==> src/rtl/design_mux_pkg.sv <==
// Shared definitions for the design multiplexer: register map, CTRL layout, bus FSM states.
// Pure declarations; no latency or backpressure of its own.
package design_mux_pkg;

    localparam logic [2:0] REG_CTRL    = 3'd0;
    localparam logic [2:0] REG_COUNTER = 3'd1;
    localparam logic [2:0] REG_CUSTOM  = 3'd2;
    localparam logic [2:0] REG_OVR_EN  = 3'd3;
    localparam logic [2:0] REG_OVR_VAL = 3'd4;
    localparam logic [2:0] REG_OVR_OEB = 3'd5;
    localparam logic [2:0] REG_IO_IN   = 3'd6;
    localparam logic [2:0] REG_ID      = 3'd7;

    localparam int CTRL_OVR_ACT = 0;
    localparam int CTRL_RST_OVR = 1;
    localparam int CTRL_SEL_LSB = 2;
    localparam int CTRL_SEL_W   = 8;
    localparam int CTRL_BUSY    = 10;

    localparam int MAP_BIT = 23;

    typedef enum logic [1:0] {
        WB_IDLE = 2'd0,
        WB_BUSY = 2'd1,
        WB_ACK  = 2'd2
    } wb_state_t;

endpackage

==> src/rtl/design_mux_wb.sv <==
// Wishbone slave FSM and register file; ack two cycles after a request is sampled, write commits leaving ACK.
// One transfer at a time; dropping cyc/stb while busy aborts without ack or write.
module design_mux_wb
    import design_mux_pkg::*;
#(
    parameter int NUM_DESIGNS = 8,
    parameter int IO_W        = 32
) (
    input  logic            clk,
    input  logic            rst,
    input  logic [31:0]     adr,
    input  logic [31:0]     wr_data,
    input  logic            we,
    input  logic            cyc,
    input  logic            stb,
    output logic [31:0]     rd_data,
    output logic            ack,
    input  logic [IO_W-1:0] pad_val,
    input  logic            switch_busy,
    output logic            ovr_act,
    output logic            rst_ovr,
    output logic [7:0]      sel,
    output logic            ctrl_wr,
    output logic [7:0]      ctrl_sel,
    output logic [31:0]     custom,
    output logic [31:0]     ovr_en,
    output logic [31:0]     ovr_val,
    output logic [31:0]     ovr_oeb
);

    wb_state_t   state;
    logic [2:0]  idx;
    logic        mapped;
    logic        wr;
    logic [31:0] wdat;
    logic [31:0] counter;
    logic [31:0] rdata;
    logic        commit;
    logic        unused_adr;

    assign unused_adr = ^{adr[31:24], adr[22:5], adr[1:0]};

    assign commit   = (state == WB_ACK) && wr && mapped;
    assign ctrl_wr  = commit && (idx == REG_CTRL);
    assign ctrl_sel = wdat[CTRL_SEL_LSB +: CTRL_SEL_W];

    always_comb begin
        rdata = '1;
        if (mapped) begin
            case (idx)
                REG_CTRL: begin
                    rdata = '0;
                    rdata[CTRL_OVR_ACT]                  = ovr_act;
                    rdata[CTRL_RST_OVR]                  = rst_ovr;
                    rdata[CTRL_SEL_LSB +: CTRL_SEL_W]    = sel;
                    rdata[CTRL_BUSY]                     = switch_busy;
                end
                REG_COUNTER: rdata = counter;
                REG_CUSTOM:  rdata = custom;
                REG_OVR_EN:  rdata = ovr_en;
                REG_OVR_VAL: rdata = ovr_val;
                REG_OVR_OEB: rdata = ovr_oeb;
                REG_IO_IN:   rdata = 32'(pad_val);
                REG_ID:      rdata = {16'(NUM_DESIGNS), 16'(IO_W)};
                default:     rdata = '1;
            endcase
        end
    end

    always_ff @(posedge clk) begin
        if (rst) begin
            state   <= WB_IDLE;
            ack     <= 1'b0;
            rd_data <= '0;
            idx     <= '0;
            mapped  <= 1'b0;
            wr      <= 1'b0;
            wdat    <= '0;
            counter <= '0;
            ovr_act <= 1'b0;
            rst_ovr <= 1'b1;
            sel     <= '0;
            custom  <= '0;
            ovr_en  <= '0;
            ovr_val <= '0;
            ovr_oeb <= '0;
        end else begin
            counter <= counter + 32'd1;
            ack     <= 1'b0;
            case (state)
                WB_IDLE: begin
                    if (cyc && stb) begin
                        state  <= WB_BUSY;
                        idx    <= adr[4:2];
                        mapped <= adr[MAP_BIT];
                        wr     <= we;
                        wdat   <= wr_data;
                    end
                end
                WB_BUSY: begin
                    if (cyc && stb) begin
                        state   <= WB_ACK;
                        ack     <= 1'b1;
                        rd_data <= rdata;
                    end else begin
                        state <= WB_IDLE;
                    end
                end
                WB_ACK: begin
                    state <= WB_IDLE;
                    if (commit) begin
                        // A counter write lands after the increment above, so it wins.
                        case (idx)
                            REG_CTRL: begin
                                ovr_act <= wdat[CTRL_OVR_ACT];
                                rst_ovr <= wdat[CTRL_RST_OVR];
                                sel     <= wdat[CTRL_SEL_LSB +: CTRL_SEL_W];
                            end
                            REG_COUNTER: counter <= wdat;
                            REG_CUSTOM:  custom  <= wdat;
                            REG_OVR_EN:  ovr_en  <= wdat;
                            REG_OVR_VAL: ovr_val <= wdat;
                            REG_OVR_OEB: ovr_oeb <= wdat;
                            default: ;
                        endcase
                    end
                end
                default: state <= WB_IDLE;
            endcase
        end
    end

endmodule

==> src/rtl/design_mux_gen.sv <==
// Selects one of NUM_DESIGNS user designs onto the pads, with a timed reset/tri-state hold on every switch.
// Pad paths are combinational from registered state; register access goes through design_mux_wb.
module design_mux_gen
    import design_mux_pkg::*;
#(
    parameter int          NUM_DESIGNS = 8,
    parameter int          IO_W        = 32,
    parameter int          SW_HOLD     = 16,
    parameter logic [31:0] IDLE_PAT    = 32'h0228A64C
) (
    input  logic                        wb_clk_i,
    input  logic                        wb_rst_i,
    input  logic [IO_W+4:0]             io_in,
    output logic [IO_W+4:0]             io_out,
    output logic [IO_W+4:0]             io_oeb,
    input  logic [31:0]                 wbs_adr_i,
    input  logic [31:0]                 wbs_dat_i,
    input  logic                        wbs_we_i,
    input  logic                        wbs_cyc_i,
    input  logic                        wbs_stb_i,
    output logic [31:0]                 wbs_dat_o,
    output logic                        wbs_ack_o,
    input  logic [NUM_DESIGNS*IO_W-1:0] des_do,
    input  logic [NUM_DESIGNS*IO_W-1:0] des_oeb,
    output logic [NUM_DESIGNS-1:0]      des_rst_n,
    output logic [31:0]                 custom_settings
);

    localparam logic [IO_W-1:0] IDLE_LO = IDLE_PAT[IO_W-1:0];

    logic            ovr_act;
    logic            rst_ovr;
    logic [7:0]      reg_sel;
    logic            ctrl_wr;
    logic [7:0]      ctrl_sel;
    logic [31:0]     ovr_en;
    logic [31:0]     ovr_val;
    logic [31:0]     ovr_oeb;
    logic [7:0]      active_sel;
    logic [7:0]      pend_sel;
    logic            switch_busy;
    logic [7:0]      hold_cnt;
    logic            rst_base;
    logic [IO_W-1:0] src_do;
    logic [IO_W-1:0] src_oeb;
    logic [IO_W-1:0] pad_do;
    logic [IO_W-1:0] pad_oeb;
    logic            unused_sig;

    assign unused_sig = ^{io_in[4:1], reg_sel};

    design_mux_wb #(
        .NUM_DESIGNS (NUM_DESIGNS),
        .IO_W        (IO_W)
    ) u_wb (
        .clk         (wb_clk_i),
        .rst         (wb_rst_i),
        .adr         (wbs_adr_i),
        .wr_data     (wbs_dat_i),
        .we          (wbs_we_i),
        .cyc         (wbs_cyc_i),
        .stb         (wbs_stb_i),
        .rd_data     (wbs_dat_o),
        .ack         (wbs_ack_o),
        .pad_val     (io_in[IO_W+4:5]),
        .switch_busy (switch_busy),
        .ovr_act     (ovr_act),
        .rst_ovr     (rst_ovr),
        .sel         (reg_sel),
        .ctrl_wr     (ctrl_wr),
        .ctrl_sel    (ctrl_sel),
        .custom      (custom_settings),
        .ovr_en      (ovr_en),
        .ovr_val     (ovr_val),
        .ovr_oeb     (ovr_oeb)
    );

    // Hold restarts only when the newest sel differs from the one already being switched to.
    always_ff @(posedge wb_clk_i) begin
        if (wb_rst_i) begin
            active_sel  <= '0;
            pend_sel    <= '0;
            switch_busy <= 1'b0;
            hold_cnt    <= '0;
        end else if (ctrl_wr && (switch_busy ? (ctrl_sel != pend_sel) : (ctrl_sel != active_sel))) begin
            switch_busy <= 1'b1;
            pend_sel    <= ctrl_sel;
            hold_cnt    <= 8'(SW_HOLD);
        end else if (switch_busy) begin
            if (hold_cnt == 8'd1) begin
                switch_busy <= 1'b0;
                active_sel  <= pend_sel;
            end else begin
                hold_cnt <= hold_cnt - 8'd1;
            end
        end
    end

    assign rst_base = ovr_act ? rst_ovr : io_in[0];

    always_comb begin
        src_do    = IDLE_LO;
        src_oeb   = '0;
        des_rst_n = '0;
        for (int i = 0; i < NUM_DESIGNS; i++) begin
            if (active_sel == 8'(i)) begin
                src_do       = des_do[i*IO_W +: IO_W];
                src_oeb      = des_oeb[i*IO_W +: IO_W];
                des_rst_n[i] = rst_base && !switch_busy;
            end
        end
        pad_do  = switch_busy ? '0 : src_do;
        pad_oeb = switch_busy ? '1 : src_oeb;
        for (int b = 0; b < IO_W; b++) begin
            if (ovr_en[b]) begin
                pad_do[b]  = ovr_val[b];
                pad_oeb[b] = ovr_oeb[b];
            end
        end
    end

    assign io_out = {pad_do, 5'b00000};
    assign io_oeb = {pad_oeb, 5'b11111};

endmodule

==> config.mk <==
export PLATFORM = sky130hd
export DESIGN_NAME = design_mux_gen
export DESIGN_NICKNAME = d
export VERILOG_FILES = /design/src/rtl/design_mux_pkg.sv /design/src/rtl/design_mux_wb.sv /design/src/rtl/design_mux_gen.sv
export SDC_FILE = /design/constraint.sdc
export NUM_CORES = 1
export LEC_CHECK = 0
export CAP_MARGIN = 20
export CORE_AREA = 2 2 295 297
export DETAILED_ROUTE_END_ITERATION = 12
export DIE_AREA = 0 0 297 299
export GPL_TIMING_DRIVEN = 0
export HOLD_SLACK_MARGIN = 0.08
export MAX_ROUTING_LAYER = met4
export REMOVE_ABC_BUFFERS = 1
export SLEW_MARGIN = 20
export SYNTH_ARGS = -nofsm -noshare
export SYNTH_HDL_FRONTEND = slang
export SYNTH_SLANG_ARGS = --single-unit
==> constraint.sdc <==
create_clock -name wb_clk_i -period 6.7 [get_ports wb_clk_i]
set_input_delay 1.34 -clock wb_clk_i [delete_from_list [all_inputs] [get_ports wb_clk_i]]
set_output_delay 1.34 -clock wb_clk_i [all_outputs]
set_load 0.02 [all_outputs]
==> results of run 1 <==
[stage by stage]
step	setup WS [ns]	power (mW)	setup TNS, ns	util	instances
5_1_grt	0.462	4.33	0	0.315	3959
2_1_floorplan	-1.87	1.86	-78.28	-	1956
6_report	0.551	4.20	0	0.315	3961
4_1_cts	0.547	4.24	0	0.315	3940
3_3_place_gp	-10.29	2.41	-1384.02	0.290	3833
3_5_place_dp	1.20	2.42	0	0.302	3885
[cell usage after synthesis (all sizes together), types with 39 or more instances]
library cell  instances  area share
a211oi               57       0.025
a21oi               259       0.076
buf                  81       0.026
clkbuf              129       0.028
dfxtp               267        0.31
mux2                 87       0.057
mux2i                77       0.045
mux4                 55       0.072
nand2               461        0.10
nand3                39       0.011
nor2                138       0.030
nor3                 42       0.013
o21ai                53       0.015
[worst paths after layout]
check | end | slack (ns)
max | io_oeb[30] | 0.55
min | u_wb.sel[1] | 0.46
max reg2reg | u_wb.ovr_val[18] | 2.98
min reg2reg | u_wb.sel[1] | 0.46
[power breakdown]
group          internal [mW]  total [mW]  switching [mW]
logic                  0.449       0.739           0.290
registers               1.60        1.64          0.0422
clock network           1.09        1.82           0.734
[state kept, by name, indices dropped and copies added (netlist names), 2 cells and up]
name and count:
u_wb.counter 32, u_wb.custom 32, u_wb.ovr_en 32, u_wb.ovr_oeb 32
u_wb.ovr_val 32, u_wb.rd_data 32, u_wb.wdat 32, active_sel 8
hold_cnt 8, pend_sel 8, u_wb.sel 8, u_wb.idx 3
u_wb.state 2
[metal layers]
metal  share of wire  up-vias
li1                -     9086
met1            0.42     9795
met2            0.46      983
met3           0.081      140
met4           0.038        0
met5               0        -
[cells by family (layout without fill, tap and decap cells)]
group	count (synthesis)	after routing	synth area share
and+or+nand+nor	773	773	0.196
AOI/OAI and AO/OA	610	610	0.231
DFF	267	267	0.312
buffers and inverters	240	860	0.0608
muxes	219	219	0.175
xor gates and xnor gates	44	44	0.0225
adders and majority gates	3	3	0.00219
other	2	30	0.000439
[worst max-delay path, cell delays in order, from the launching register on]
cell	delay (ns)
dfxtp_4	0.73
buf_12	0.29
or2_2	0.88
a2bb2oi_1	0.90
mux2_2	0.30
o211ai_1	0.20
a21oi_1	0.18
clkdlybuf4s50_1	0.68
[layout make-up]
class                   instances  area share
clock buffers                  47      0.0338
multi-input cells            1659       0.405
diodes                         20     0.00185
inverters                      30     0.00439
well taps                    1155      0.0533
flip-flops and latches        267       0.198
clock inverters                 8     0.00536
repair buffers                775       0.299
==> results.json, run 1 <==
{
  "status": "complete, no violations",
  "layout_commonest_cell": "clkdlybuf4s50_1",
  "p_per_area_nw_per_um2": 155,
  "hold-worst-slack_ns": 0.460,
  "startpoint_type": "flop",
  "path_clk_slew_ns": 0.07,
  "met2_usage": 0.389,
  "drv_cap": 0,
  "finClkSkew_ns": 0.0157,
  "synth_cells": 2158,
  "routed_via_density": 5.05,
  "grtUsageMet1": 0.301,
  "ys_types": 66,
  "die_y_um": 299,
  "startpoint": "active_sel[1]",
  "synth-edff-count": 0,
  "num_rows": 108,
  "synth_flop_cell": "dfxtp_1",
  "slew_headroom": 0.209,
  "hold_start": "u_wb.sel[1]",
  "tightest_slew_ns": 1.18,
  "hp-class": "flop to flop",
  "crit_path_max_fanout": 31,
  "final_cell_mix": "clkdlybuf4s50_1 (721), nand2_1 (458), dfxtp_1 (260)",
  "p_leak_nw": 8.80,
  "grtUsageTotal": 0.243,
  "die_width_um": 297,
  "hold_depth": 2,
  "h-tree-depth": 1,
  "fp.dieArea_um2": 88800,
  "worstSetupPathType": "flop to output port",
  "grt_pass1_vias": 19200,
  "vias": 20000,
  "ctsHoldBuffers": 0,
  "grt.busiest_layer": "met2",
  "ys_seq_area_frac": 0.312,
  "final-seq-area_um2": 5370,
  "drt_pass1_iterations": 5,
  "finalHoldViolCount": 0,
  "grt_pass1_wl_mm": 150,
  "cts_root_buf": "clkbuf_16",
  "worstPathRequired_ns": 5.36,
  "port-buffer-count": 722,
  "post_cts_buffers": 0,
  "reg2reg_from": "u_wb.mapped",
  "cts_sinks": 267,
  "drc": 0,
  "multiInputGateArea_um2": 11000,
  "clk_path_buf_depth": 3,
  "grt_max_degree": 93,
  "wl_per_cell_um": 27.7,
  "start_util": 0.199,
  "synth_warnings": 0,
  "synth-seq-cells": 267,
  "antenna_found_initial": 23,
  "nNetsFinal": 3384,
  "ctsResizeCount": 0,
  "min_period_ns": 6.15,
  "setup_violations": 0,
  "gp_congestion": 0.861,
  "cts_buffers": 30,
  "reg2reg_depth": 8,
  "drtIter0Drc": 1678,
  "routed_wirelength_mm": 110,
  "tritoncts": "done",
  "worstPathArrival_ns": 4.81,
  "grt_setup_unrepaired": "no",
  "fmax_ghz": 0.163,
  "syn_avg_cell_area_um2": 7.94,
  "postRouteAntennaNets": 0,
  "critPathCaptureType": "output port",
  "dpl.hpwl_mm": 83.9,
  "post-route-period-util": 0.918,
  "post-route-cell-area_um2": 27100,
  "final_layout_size_suffix_gt1_frac": 0.108,
  "use_met3": 0.0508,
  "fillers": 9123,
  "clock_latency_ns": 0.59,
  "async_reset_ff_frac": 0,
  "dpl_cell_area_um2": 26000,
  "design.core.area_um2": 85900,
  "peakVddDrop_v": 0.000174,
  "io-pin-count": 765,
  "synth_area_um2": 17100,
  "overflow": 0,
  "final-max-slew-violation-count": 0,
  "area_delta_synth_final_pct": 58.3
}
(Power assumes the default switching activity.)
==> run 2, diff against run 1 <==
--- a/config.mk
+++ b/config.mk
@@ -5,7 +5,7 @@
 export SDC_FILE = /design/constraint.sdc
 export NUM_CORES = 1
 export LEC_CHECK = 0
-export CAP_MARGIN = 20
+export CAP_MARGIN = 30
 export CORE_AREA = 2 2 295 297
 export DETAILED_ROUTE_END_ITERATION = 12
 export DIE_AREA = 0 0 297 299
==> run 2 against run 1 <==
Worst setup slack better by 0.072 ns. Highest routed layer unchanged. Critical path depth grew 2. Clock skew barely moved. Power fell by 5.1%. First-iteration DRC count up 2.1%. Largest cell class unchanged. Critical endpoint is now io_oeb[18]. Register-to-register slack better by 0.02 ns. Flip-flop and latch count is the same. Critical path type unchanged. Die area unchanged. Clock power decreased by 12%. Via count is essentially flat. Maximum frequency is 1.2% higher. Clock-buffer cell count shrank 4.
==> results.json, run 2 (synthesis results as in run 1) <==
{
  "status": "complete, no violations",
  "worstPathArrival_ns": 4.74,
  "post-route-cell-area_um2": 27000,
  "post_cts_buffers": 0,
  "final-max-slew-violation-count": 0,
  "fp.dieArea_um2": 88800,
  "worstSetupPathType": "flop to output port",
  "clk_path_buf_depth": 3,
  "dpl_cell_area_um2": 26100,
  "routed_wirelength_mm": 109,
  "setup_violations": 0,
  "grt_max_degree": 93,
  "clock_latency_ns": 0.58,
  "drc": 0,
  "drt_pass1_iterations": 6,
  "overflow": 0,
  "setup_tns_ns": 0,
  "cts_buffers": 30,
  "p_per_area_nw_per_um2": 147,
  "final_layout_size_suffix_gt1_frac": 0.108,
  "h-tree-depth": 1,
  "fmax_ghz": 0.165,
  "area_delta_synth_final_pct": 57.9,
  "nNetsFinal": 3392,
  "start_util": 0.199,
  "drv_cap": 0,
  "cts_root_buf": "clkbuf_16",
  "fin_util": 0.315,
  "io-pin-count": 765,
  "tightest_slew_ns": 1.08,
  "peakVddDrop_v": 0.000191,
  "slew_headroom": 0.271,
  "postRouteAntennaNets": 0,
  "setup_slack_ns": 0.623,
  "hp-class": "flop to flop",
  "grt_pass1_vias": 19200,
  "grtUsageTotal": 0.242,
  "hold-worst-slack_ns": 0.458,
  "layout_commonest_cell": "clkdlybuf4s50_1",
  "min_period_ns": 6.08,
  "design.core.area_um2": 85900,
  "final_cell_mix": "clkdlybuf4s50_1 (721), nand2_1 (458), dfxtp_1 (260)",
  "reg2reg_setup_slack_ns": 3.00,
  "vias": 20000,
  "finClkSkew_ns": 0.0157,
  "crit_path_max_fanout": 34,
  "dpl.hpwl_mm": 84.4,
  "grt_pass1_wl_mm": 149,
  "fin_cells": 3965,
  "place_ws_ns": 1.25,
  "antenna_found_initial": 24,
  "p_leak_nw": 8.78,
  "worstPathRequired_ns": 5.36,
  "ctsResizeCount": 0,
  "critPathCaptureType": "output port",
  "gp_congestion": 0.861,
  "ctsHoldBuffers": 0,
  "grt_setup_unrepaired": "no",
  "fin_total_pwr_mw": 3.99,
  "die_y_um": 299,
  "post-route-period-util": 0.907,
  "tritoncts": "done",
  "drtIter0Drc": 1714,
  "wl_per_cell_um": 27.6,
  "cts_sinks": 267,
  "finalHoldViolCount": 0,
  "num_rows": 108,
  "startpoint_type": "flop",
  "path_clk_slew_ns": 0.06,
  "routed_via_density": 5.05,
  "dp.cells": 3893,
  "die_width_um": 297,
  "port-buffer-count": 722
}
==> run 2: area by class of cell <==
type / instances / area (um^2)
Fill cell: 9160 / 58900
Multi-Input combinational cell: 1659 / 11000
Timing Repair Buffer: 783 / 8190
Sequential cell: 267 / 5370
Tap cell: 1155 / 1450
Clock buffer: 43 / 841
Inverter: 30 / 119
Clock inverter: 12 / 63.8
Antenna cell: 16 / 40.0
==> run 2: final timing paths <==
kind | to | start | depth (start not counted)
worst max-delay path | io_oeb[18] | active_sel[0] | 9
worst min-delay path | u_wb.sel[5] | u_wb.sel[5] | 2
worst max register to register | u_wb.ovr_val[15] | u_wb.mapped | 8
worst min register to register | u_wb.sel[5] | u_wb.sel[5] | 2
==> run 2: per-layer routing <==
metal | share of wire | global-route usage | vias up | wire (um)
li1 | - | - | 9076 | -
met1 | 0.42 | 0.303 | 9789 | 46300
met2 | 0.47 | 0.391 | 976 | 51200
met3 | 0.074 | 0.0459 | 168 | 8110
met4 | 0.034 | 0.0776 | 0 | 3740
met5 | 0 | - | - | 0
==> run 2: worst max-delay path, stage by stage, from the launching register on <==
cell and delay (ns):
dfxtp_4 0.64, buf_16 0.27, clkinv_4 0.46, nor4_4 0.91, buf_6 0.26, buf_4 0.23, a21oi_1 0.11, o31ai_1 0.21
mux2_2 0.29, clkdlybuf4s50_1 0.70
==> run 2: power breakdown <==
part | switching (mW) | internal (mW) | total, mW
Clock | 0.732 | 0.869 | 1.60
Combinational | 0.291 | 0.451 | 0.742
Sequential | 0.0419 | 1.60 | 1.64
Total | 1.07 | 2.92 | 3.99
==> run 3, diff against run 2 <==
--- a/config.mk
+++ b/config.mk
@@ -5,6 +5,7 @@
 export SDC_FILE = /design/constraint.sdc
 export NUM_CORES = 1
 export LEC_CHECK = 0
+export ABC_CLOCK_PERIOD_IN_PS = 6700
 export CAP_MARGIN = 30
 export CORE_AREA = 2 2 295 297
 export DETAILED_ROUTE_END_ITERATION = 12
==> results of run 3 <==
No change in the layout: final DEF, timing and power equal those of run 2.
